<file path="src/rtl/ioctl_pkg.sv">
// ioctl_pkg: command bytes shared by the ioctl download path
package ioctl_pkg;
  localparam logic [7:0] UIO_FILE_TX     = 8'h53;
  localparam logic [7:0] UIO_FILE_TX_DAT = 8'h54;
  localparam logic [7:0] UIO_FILE_INDEX  = 8'h55;
endpackage

</file>
<file path="src/rtl/ioctl_fifo.sv">
// ioctl_fifo: synchronous word buffer with flush; a write into a full buffer is taken only alongside a read
module ioctl_fifo #(
  parameter int W     = 8,
  parameter int DEPTH = 4
) (
  input  logic         clk_sys,
  input  logic         reset_n,
  input  logic         flush,
  input  logic         wr,
  input  logic [W-1:0] din,
  input  logic         rd,
  output logic [W-1:0] dout,
  output logic         full,
  output logic         empty
);
  localparam int PW = $clog2(DEPTH);
  logic [W-1:0] mem [DEPTH];
  logic [PW:0]  wp, rp;
  logic         we, re;
  assign empty = wp == rp;
  assign full  = (wp[PW] != rp[PW]) && (wp[PW-1:0] == rp[PW-1:0]);
  assign we    = wr & (~full | rd);
  assign re    = rd & ~empty;
  assign dout  = mem[rp[PW-1:0]];
  always_ff @(posedge clk_sys)
    if (we) mem[wp[PW-1:0]] <= din;
  always_ff @(posedge clk_sys or negedge reset_n)
    if (!reset_n) begin
      wp <= '0;
      rp <= '0;
    end else if (flush) begin
      wp <= '0;
      rp <= '0;
    end else begin
      if (we) wp <= wp + 1'b1;
      if (re) rp <= rp + 1'b1;
    end
endmodule

</file>
<file path="src/rtl/ioctl_loader.sv">
// ioctl_loader: SPI-fed file download engine packing bytes into ioctl words for a clk_sys consumer
module ioctl_loader
  import ioctl_pkg::*;
#(
  parameter int DW         = 16,
  parameter int AW         = 25,
  parameter int FIFO_DEPTH = 4,
  parameter bit BIG_ENDIAN = 0
) (
  input  logic          clk_sys,
  input  logic          reset_n,
  input  logic          SPI_SCK,
  input  logic          SPI_SS2,
  input  logic          SPI_DI,
  output logic          ioctl_download,
  output logic [7:0]    ioctl_index,
  output logic          ioctl_wr,
  output logic [AW-1:0] ioctl_addr,
  output logic [DW-1:0] ioctl_dout,
  input  logic          ioctl_wait,
  output logic          ioctl_overflow,
  output logic [AW-1:0] ioctl_size
);
  localparam int NB = DW / 8;
  logic [1:0]         sck_s, ss_s, di_s;
  logic               sck_q, rise, byte_done;
  logic [2:0]         bit_cnt;
  logic [6:0]         sr;
  logic [1:0]         fb_cnt;
  logic [7:0]         cmd, byte_in;
  logic [AW-1:0]      cnt, waddr;
  logic [DW-1:0]      acc, acc_n;
  logic [1:0]         lane, pos;
  logic               last, is_data, do_idx, do_start, do_end, do_dat;
  logic               ending, push, pop, full, empty;
  logic [DW+AW-1:0]   fifo_q;
  always_ff @(posedge clk_sys or negedge reset_n)
    if (!reset_n) begin
      sck_s <= '0;
      ss_s  <= '1;
      di_s  <= '0;
      sck_q <= 1'b0;
    end else begin
      sck_s <= {sck_s[0], SPI_SCK};
      ss_s  <= {ss_s[0], SPI_SS2};
      di_s  <= {di_s[0], SPI_DI};
      sck_q <= sck_s[1];
    end
  always_comb begin
    rise      = sck_s[1] & ~sck_q & ~ss_s[1];
    byte_done = rise & (bit_cnt == 3'd7);
    byte_in   = {sr, di_s[1]};
    is_data   = byte_done & (fb_cnt != 2'd0);
    do_idx    = is_data & (cmd == UIO_FILE_INDEX) & (fb_cnt == 2'd1);
    do_start  = is_data & (cmd == UIO_FILE_TX) & (byte_in != 8'd0);
    do_end    = is_data & (cmd == UIO_FILE_TX) & (byte_in == 8'd0) & ioctl_download;
    do_dat    = is_data & (cmd == UIO_FILE_TX_DAT) & ioctl_download;
    lane      = 2'(cnt) & 2'(NB - 1);
    pos       = BIG_ENDIAN ? 2'(NB - 1) - lane : lane;
    last      = lane == 2'(NB - 1);
    acc_n     = acc | (DW'(byte_in) << (8 * pos));
    push      = (do_dat & last) | (do_end & (lane != 2'd0));
    pop       = ~empty & ~ioctl_wait & ~do_start;
  end
  always_ff @(posedge clk_sys or negedge reset_n)
    if (!reset_n) begin
      bit_cnt <= '0;
      sr      <= '0;
      fb_cnt  <= '0;
      cmd     <= '0;
    end else if (ss_s[1]) begin
      bit_cnt <= '0;
      fb_cnt  <= '0;
    end else if (rise) begin
      sr      <= {sr[5:0], di_s[1]};
      bit_cnt <= bit_cnt + 3'd1;
      if (byte_done) fb_cnt <= (fb_cnt == 2'd2) ? 2'd2 : fb_cnt + 2'd1;
      if (byte_done && fb_cnt == 2'd0) cmd <= byte_in;
    end
  // Lane accumulator and address survive SS2 deassertion so a download can span frames
  always_ff @(posedge clk_sys or negedge reset_n)
    if (!reset_n) begin
      ioctl_download <= 1'b0;
      ioctl_index    <= '0;
      ioctl_overflow <= 1'b0;
      ioctl_size     <= '0;
      cnt            <= '0;
      waddr          <= '0;
      acc            <= '0;
      ending         <= 1'b0;
    end else begin
      if (do_idx) ioctl_index <= byte_in;
      if (do_start) begin
        ioctl_download <= 1'b1;
        ioctl_overflow <= 1'b0;
        cnt            <= '0;
        waddr          <= '0;
        acc            <= '0;
        ending         <= 1'b0;
      end
      if (do_dat) begin
        cnt <= cnt + AW'(1);
        acc <= last ? '0 : acc_n;
        if (last) waddr <= waddr + AW'(NB);
      end
      if (do_end) begin
        ioctl_size <= cnt;
        acc        <= '0;
        ending     <= 1'b1;
      end
      if (push && full && !pop) ioctl_overflow <= 1'b1;
      if (ending && empty && !push) begin
        ioctl_download <= 1'b0;
        ending         <= 1'b0;
      end
    end
  always_ff @(posedge clk_sys or negedge reset_n)
    if (!reset_n) begin
      ioctl_wr   <= 1'b0;
      ioctl_addr <= '0;
      ioctl_dout <= '0;
    end else begin
      ioctl_wr <= pop;
      if (pop) {ioctl_dout, ioctl_addr} <= fifo_q;
    end
  ioctl_fifo #(.W(DW + AW), .DEPTH(FIFO_DEPTH)) u_fifo (
    .clk_sys (clk_sys),
    .reset_n (reset_n),
    .flush   (do_start),
    .wr      (push),
    .din     ({do_dat ? acc_n : acc, waddr}),
    .rd      (pop),
    .dout    (fifo_q),
    .full    (full),
    .empty   (empty)
  );
endmodule

</file>
<file path="config.mk">
export PLATFORM = sky130hd
export DESIGN_NAME = ioctl_loader
export DESIGN_NICKNAME = d
export VERILOG_FILES = /design/src/rtl/ioctl_pkg.sv /design/src/rtl/ioctl_fifo.sv /design/src/rtl/ioctl_loader.sv
export SDC_FILE = /design/constraint.sdc
export NUM_CORES = 1
export LEC_CHECK = 0
export BUFFER_PORTS_ARGS = -buffer_cell sky130_fd_sc_hd__buf_4
export CORE_MARGIN = 2
export CORE_UTILIZATION = 33
export CTS_BUF_LIST = sky130_fd_sc_hd__clkbuf_8
export CTS_CLUSTER_SIZE = 10
export DETAILED_ROUTE_END_ITERATION = 12
export PLACE_DENSITY = 0.48
export SYNTH_ARGS = -nofsm -noshare
export SYNTH_HDL_FRONTEND = slang
export SYNTH_SLANG_ARGS = --single-unit
export TNS_END_PERCENT = 5
</file>
<file path="constraint.sdc">
create_clock -name clk_sys -period 10.9 [get_ports clk_sys]
set_input_delay 1.635 -clock clk_sys [delete_from_list [all_inputs] [get_ports clk_sys]]
set_output_delay 1.635 -clock clk_sys [all_outputs]
set_load 0.03 [all_outputs]
</file>
* Word level (Yosys, flattened, before mapping)
Memories as Yosys holds them, arrays and structs flattened. A register that Yosys moved wholly into a read port is not among the register bits.
Index checks and enable logic that the tools add are counted.
Widths: inputs -> output; s select.
** Operators by class
- Add/sub/neg operators :: 6
- Equal/unequal tests :: 9
- Shift-type cells :: 1
- Multiplexer cells :: 28
- Bitwise gates (word level) :: 27
- Reductions and logical operators :: 25
** Operators by type and width (number)
- $mux 25 :: 5
- $mux 16 :: 5
- $add 25x1->25 const B :: 1
- $add 25x2->25 const B :: 1
- $eq 8x7->1 const B :: 3
- $and 1x1->1 :: 18
- $mux 3 :: 6
- $or 16x16->16 :: 1
- $reduce_bool 2->1 :: 8
- $shl 8x4->16 :: 1
- $add 3x1->3 const B :: 3
- $logic_not 8->1 :: 1
- $mux 1 :: 8
- $mux 2 :: 4
- $reduce_bool 8->1 :: 1
- $logic_and 1x1->1 :: 6
- $not 1->1 :: 6
- $reduce_bool 3->1 :: 2
- $reduce_and 2->1 :: 2
- $eq 3x3->1 :: 1
- $eq 3x3->1 const B :: 1
- $logic_not 1->1 :: 3
- $reduce_and 3->1 :: 1
- $add 2x1->2 const B :: 1
- other kinds (6) :: 7
** Storage, ports and cells
- Register bits after elaboration :: 136
- Memory bits (writable) :: 164
- Bits of input ports :: 6
- Output and inout port bits :: 77
- Logic and storage cells :: 116
- Memories kept :: 1
** Memories
- u_fifo.mem :: words 4, bits a word 41, read ports 1, clocked after Yosys merged registers in 1, wr ports 1, line ioctl_fifo.sv:17 : logic [W-1:0] mem [DEPTH];

* Logic depth before layout (Yosys ltp)
- Depth after elaboration :: 13
- Gate-level depth with buffers :: 9
- Depth with buffers taken out :: 7

* Hierarchy
Synthesis repeated with hierarchy kept, for this count alone.
** Second synthesis, totals
- Cells, all modules :: 946
- Area total of the unflattened synthesis :: 14054.7 µm²
** Modules (own cells, without submodules)
- ioctl_loader :: instances 1, cells each 679, area each 7597.3 µm², seq. area each 4281.6 µm²
- ioctl_fifo :: instances 1, cells each 267, area each 6457.4 µm², seq. area each 5074.9 µm²

* Worst setup path after synthesis
No wires, ideal clock.
- Path kind :: in2reg
- Start :: input ioctl_wait
- End :: memory u_fifo.mem[3][0] (netlist bit), enable pin
- Library setup time :: 0.402 ns
- Arrival time :: 3.384 ns
- Required time :: 10.498 ns
- Slack :: 7.113 ns
- Stages :: 4
- Path buffers :: 1
- Cells stage by stage :: a211o_1 buf_6 a221oi_4 and2_1
** On the way
- Longest elaborated chain between the ends :: 7
** RTL lines
- from (decl) :: line ioctl_loader.sv:20 : input logic ioctl_wait,
- $not 1->1 :: line ioctl_loader.sv:63 : pop = ~empty & ~ioctl_wait & ~do_start;
- $and 1x1->1 (2 in a row) :: line ioctl_loader.sv:63
- $or 1x1->1 :: line ioctl_fifo.sv:22 : assign we = wr & (~full | rd);
- $and 1x1->1 :: line ioctl_fifo.sv:22
- $mux 1 :: line ioctl_fifo.sv:26 : if (we) mem[wp[PW-1:0]] <= din;
- $mux 1 (implied by the code) :: line ioctl_fifo.sv:26
- to (decl) :: line ioctl_fifo.sv:17
No other way between the ends.

* Worst setup path after layout
- Start :: register fb_cnt[0]
- End :: memory u_fifo.mem[2][37] (netlist bit), enable pin
** On the way
- Longest elaborated chain between the ends :: 10
- Elaborated cells between the ends (all ways) :: 17
- Those cells by class :: mux (2); bitwise (14); reduce/logical (1)
** RTL lines
- from (decl) :: line ioctl_loader.sv:29 : logic [1:0] fb_cnt;
- from (signal assigned) :: line ioctl_loader.sv:77 : if (byte_done) fb_cnt <= (fb_cnt == 2'd2) ? 2'd2 : fb_cnt + 2'd1;
- $reduce_bool 2->1 * :: line ioctl_loader.sv:53 : is_data = byte_done & (fb_cnt != 2'd0);
- $and 1x1->1 * :: line ioctl_loader.sv:53
- $and 1x1->1 :: line ioctl_loader.sv:55, ioctl_loader.sv:56
- $and 1x1->1, on equally long branches :: line ioctl_loader.sv:56, ioctl_loader.sv:55
- $and 1x1->1 / $not 1->1 (equally long branches) :: line ioctl_loader.sv:56, ioctl_loader.sv:63
- $and 1x1->1, on equally long branches :: line ioctl_loader.sv:62, ioctl_loader.sv:63
- $or 1x1->1, on equally long branches :: line ioctl_loader.sv:62, ioctl_fifo.sv:22
- $and 1x1->1 * :: line ioctl_fifo.sv:22
- $mux 1 * :: line ioctl_fifo.sv:26
- $mux 1 (implied by the code) * :: line ioctl_fifo.sv:26
Every way passes the cells marked *; elsewhere a longest branch is shown, timed or not.

==> flow_summary.rst <==
.. list-table::
   :header-rows: 1

   * - Metric
     - Value
   * - Run status
     - finished clean
   * - Number of buffers inserted during clock tree synthesis
     - 58
   * - Latest clock arrival within the worst-skew pair
     - 0.64 ns
   * - Final Hold Violating Endpoints
     - 0
   * - Remaining routing DRC violations
     - 0
   * - IR Drop Worst-Case VDD
     - 106 uV
   * - Most used DFF post-synth
     - dfrtp_1
   * - Pin count of the biggest net entering global routing
     - approximately 110
   * - Clock transition at path regs
     - approximately 0.060 ns
   * - Synth Net Count
     - 890
   * - Remaining number of nets flagged by the antenna check after routing
     - 0
   * - Share of synthesized area occupied by flip-flops and latches
     - about 70%
   * - Leak Pwr
     - 7.06 nW
   * - Tcrit/Tclk final
     - 34.8%
   * - Post-CTS Repair Setup Buffers
     - 0
   * - YS warnings
     - 0
   * - Number of different library cells in the post-synthesis netlist
     - 57
   * - Congestion Overflow GR
     - 0
   * - Violation count after the first detailed-route iteration
     - 401
   * - Via count of the first global-routing pass
     - 8,004
   * - Areal power density over the cells
     - 167 mW/mm^2
   * - Number of buffers on the longest clock path
     - 3
   * - Detailed-route wire length
     - 30.0 mm
   * - Overall global routing resource usage
     - 14.1%
   * - Worst slack, placed
     - 6.65 ns
   * - GPL Wtd Cong
     - around 0.74
   * - CTS tree
     - done
   * - Setup clock skew after layout
     - 0.0177 ns
   * - Area growth, synth to finish
     - 16.4%
   * - Cell area after technology mapping
     - 0.0137 mm^2
   * - Count of flip-flops with a built-in enable after synthesis
     - 164
   * - Final period demand of the worst path
     - roughly 3.8 ns
   * - Maximum clock frequency
     - 264 MHz
   * - Number of cells upsized or downsized after cts
     - 0
   * - Total number of vias
     - 7,645
   * - Starting Density
     - 33.5%
   * - Headroom to the max-slew limit
     - 28.5%
   * - Final routed wire length divided by cell count
     - 19.2 um
   * - Length in cells of the worst reg-to-reg path
     - 8
   * - Biggest area consumer among synthesized cells
     - edfxtp_1
   * - Data arrival time of the critical path
     - just over 4 ns
   * - Kind of start point of the critical path
     - flop
   * - Number of search-and-repair iterations in the first detailed-routing pass
     - 4
   * - Buffers added on ports
     - 82
   * - Inserted Diodes
     - 0
   * - Number of hold buffers added after cts
     - 0
   * - Standard-cell row count
     - 74
   * - Worst Setup Path Type
     - reg -> reg
   * - DIE WIDTH
     - 208 um
   * - Count of final setup violators
     - 0
   * - Total Nets Final
     - 1,006
   * - Reg-to-reg slack, setup
     - between 7 and 8 ns
   * - Endpoint type of the worst setup path
     - flop
   * - FF+latch count, synth
     - 341
   * - Fin worst setup slack
     - ~7 ns
   * - Number of antenna violations at the first check in global routing
     - 0
   * - Transition time of the tightest slew-check pin
     - 1.06 ns
   * - Crit path max fanout
     - 25
   * - Pins over their slew limit
     - 0
   * - Most area-consuming cells after synthesis
     - edfxtp_1, dfrtp_1, mux2_2
   * - Global-route wire length before repair
     - 47.8 mm
   * - Hold Crit Depth
     - 0
   * - Core Box Area
     - 0.0409 mm^2
   * - H-Tree Level Count
     - 2
   * - Vertical die dimension
     - 208 um
   * - Clock tree sinks
     - 341
   * - Final cell utilization of the core
     - 39.0%
   * - Clock Tree Root
     - clkbuf_8
   * - Synth top area share
     - 35.9%
   * - Boundary Pins
     - 83
   * - Unrepaired setup endpoints after global routing
     - no
   * - Final HPWL from detailed placement
     - ~18 mm
   * - Max capacitance violation total
     - 0
   * - Vias/cell
     - 4.88
   * - Fraction of layout cells with a size suffix above 1
     - 30.0%
   * - Proportion of register bits with asynchronous set or reset after synthesis
     - 51.9%
   * - Setup TNS
     - 0 ns
   * - Data required time at the worst endpoint
     - between 10 and 15 ns
   * - Synth Instances
     - between 800 and 900
   * - Class of the tightest hold or removal check
     - reg -> reg
   * - Area enclosed by the die boundary
     - 0.0432 mm^2
   * - Syn avg cell area
     - 15.7 um^2
==> metrics by stage <==
stage | instances | hold WS, ns | instance area (um^2) | total power, mW
after floorplan | 872 | 0.331 | 13700 | 1.59
after global placement | 1460 | 0.336 | 14900 | 1.67
after detailed placement | 1460 | 0.336 | 14900 | 1.67
after CTS | 1567 | 0.349 | 16000 | 2.74
after global routing | 1567 | 0.358 | 16000 | 2.81
final | 1567 | 0.353 | 16000 | 2.67
==> kinds of logic (layout without fill, tap and decap cells) <==
family	after synthesis	in the layout	share of synthesized area (%)
adder cells (fa/ha/maj)	12	12	1.09
flip-flops	341	341	68.2
XOR/XNOR	15	15	0.958
AO/OA/AOI/OAI	104	104	5.09
AND/OR/NAND/NOR	205	205	7.95
buffers and inverters	52	215	1.67
multiplexers	143	143	15.0
==> worst max-delay path, stage by stage (launching register included) <==
cell      delay [ns]
dfrtp_1         0.37
inv_1           0.07
ha_1            0.22
or4b_1          0.55
nor4_4          0.38
nand2_2         0.35
a221oi_4        0.49
and2_2          0.54
buf_4           0.46
==> where the power goes <==
part / internal (mW) / switching [mW]
registers: 1.36 / 0.0301
logic: 0.0994 / 0.143
clock network: 0.521 / 0.520
total: 1.98 / 0.693
==> registers in the layout, indices dropped and copies added (netlist names), 3 cells and up <==
| register | count |
|---|---|
| acc | 16 |
| bit_cnt | 3 |
| cmd | 8 |
| cnt | 25 |
| ioctl_addr | 25 |
| ioctl_dout | 16 |
| ioctl_index | 8 |
| ioctl_size | 25 |
| sr | 7 |
| u_fifo.mem | 164 |
| u_fifo.rp | 3 |
| u_fifo.wp | 3 |
| waddr | 25 |
==> layout by cell type (no fill, tap or decap), types with 18 or more instances in the layout <==
master / synthesis / routed
dfrtp_1: 175 / 173
a21o_1: 18 / 18
mux2_2: 91 / 91
nor2_1: 35 / 35
inv_1: 15 / 44
o21ai_0: 25 / 25
buf_4: 2 / 92
edfxtp_1: 164 / 164
a21oi_1: 19 / 19
mux4_2: 41 / 41
clkbuf_8: 0 / 62
nand2_1: 46 / 46
nand3_1: 30 / 30
==> cell usage after synthesis, types with 3 or more instances <==
library cell    n
xnor2_1        11
mux2i_1        11
nor2b_1         3
o31ai_1        12
dfrtp_1       175
buf_2           9
a31oi_1         3
xor2_1          4
nand4_1        16
and3_1         12
edfxtp_1      164
ha_1           12
nand2b_1        4
o211ai_1        8
mux4_2         41
or3_1           3
a21o_1         18
nor3_1         13
clkbuf_1       22
nand2_1        46
nand3_1        30
and2_1         18
mux2_2         91
nor4_1          5
or4_1           6
a311oi_1        4
nor2_1         35
inv_1          15
o21ai_0        25
a21oi_1        19
==> final cells by class <==
cell class,instances,area (um^2)
Sequential cell,341,9360
Multi-Input combinational cell,479,4130
Tap cell,532,666
Inverter,15,56.3
Fill cell,3940,25000
Timing Repair Buffer,93,704
Clock inverter,46,209
Clock buffer,61,840
==> worst paths after layout <==
| check | from | to |
|---|---|---|
| max | fb_cnt[0] | u_fifo.mem[2][37] |
| min reg2reg | sck_s[0] | sck_s[1] |
| min in group asynchronous | reset_n | di_s[0] |
| max reg2reg | fb_cnt[0] | u_fifo.mem[2][37] |
| max in group asynchronous | reset_n | u_fifo.rp[1] |
| min | sck_s[0] | sck_s[1] |
==> layer usage <==
metal / GRT usage (%) / share of wire (%)
met3: 2.81 / 4.2
met4: 5.14 / 2.1
met5: 0 / 0
met1: 20.0 / 48
met2: 21.7 / 46
Note: power is estimated with default switching activity, not from simulation.
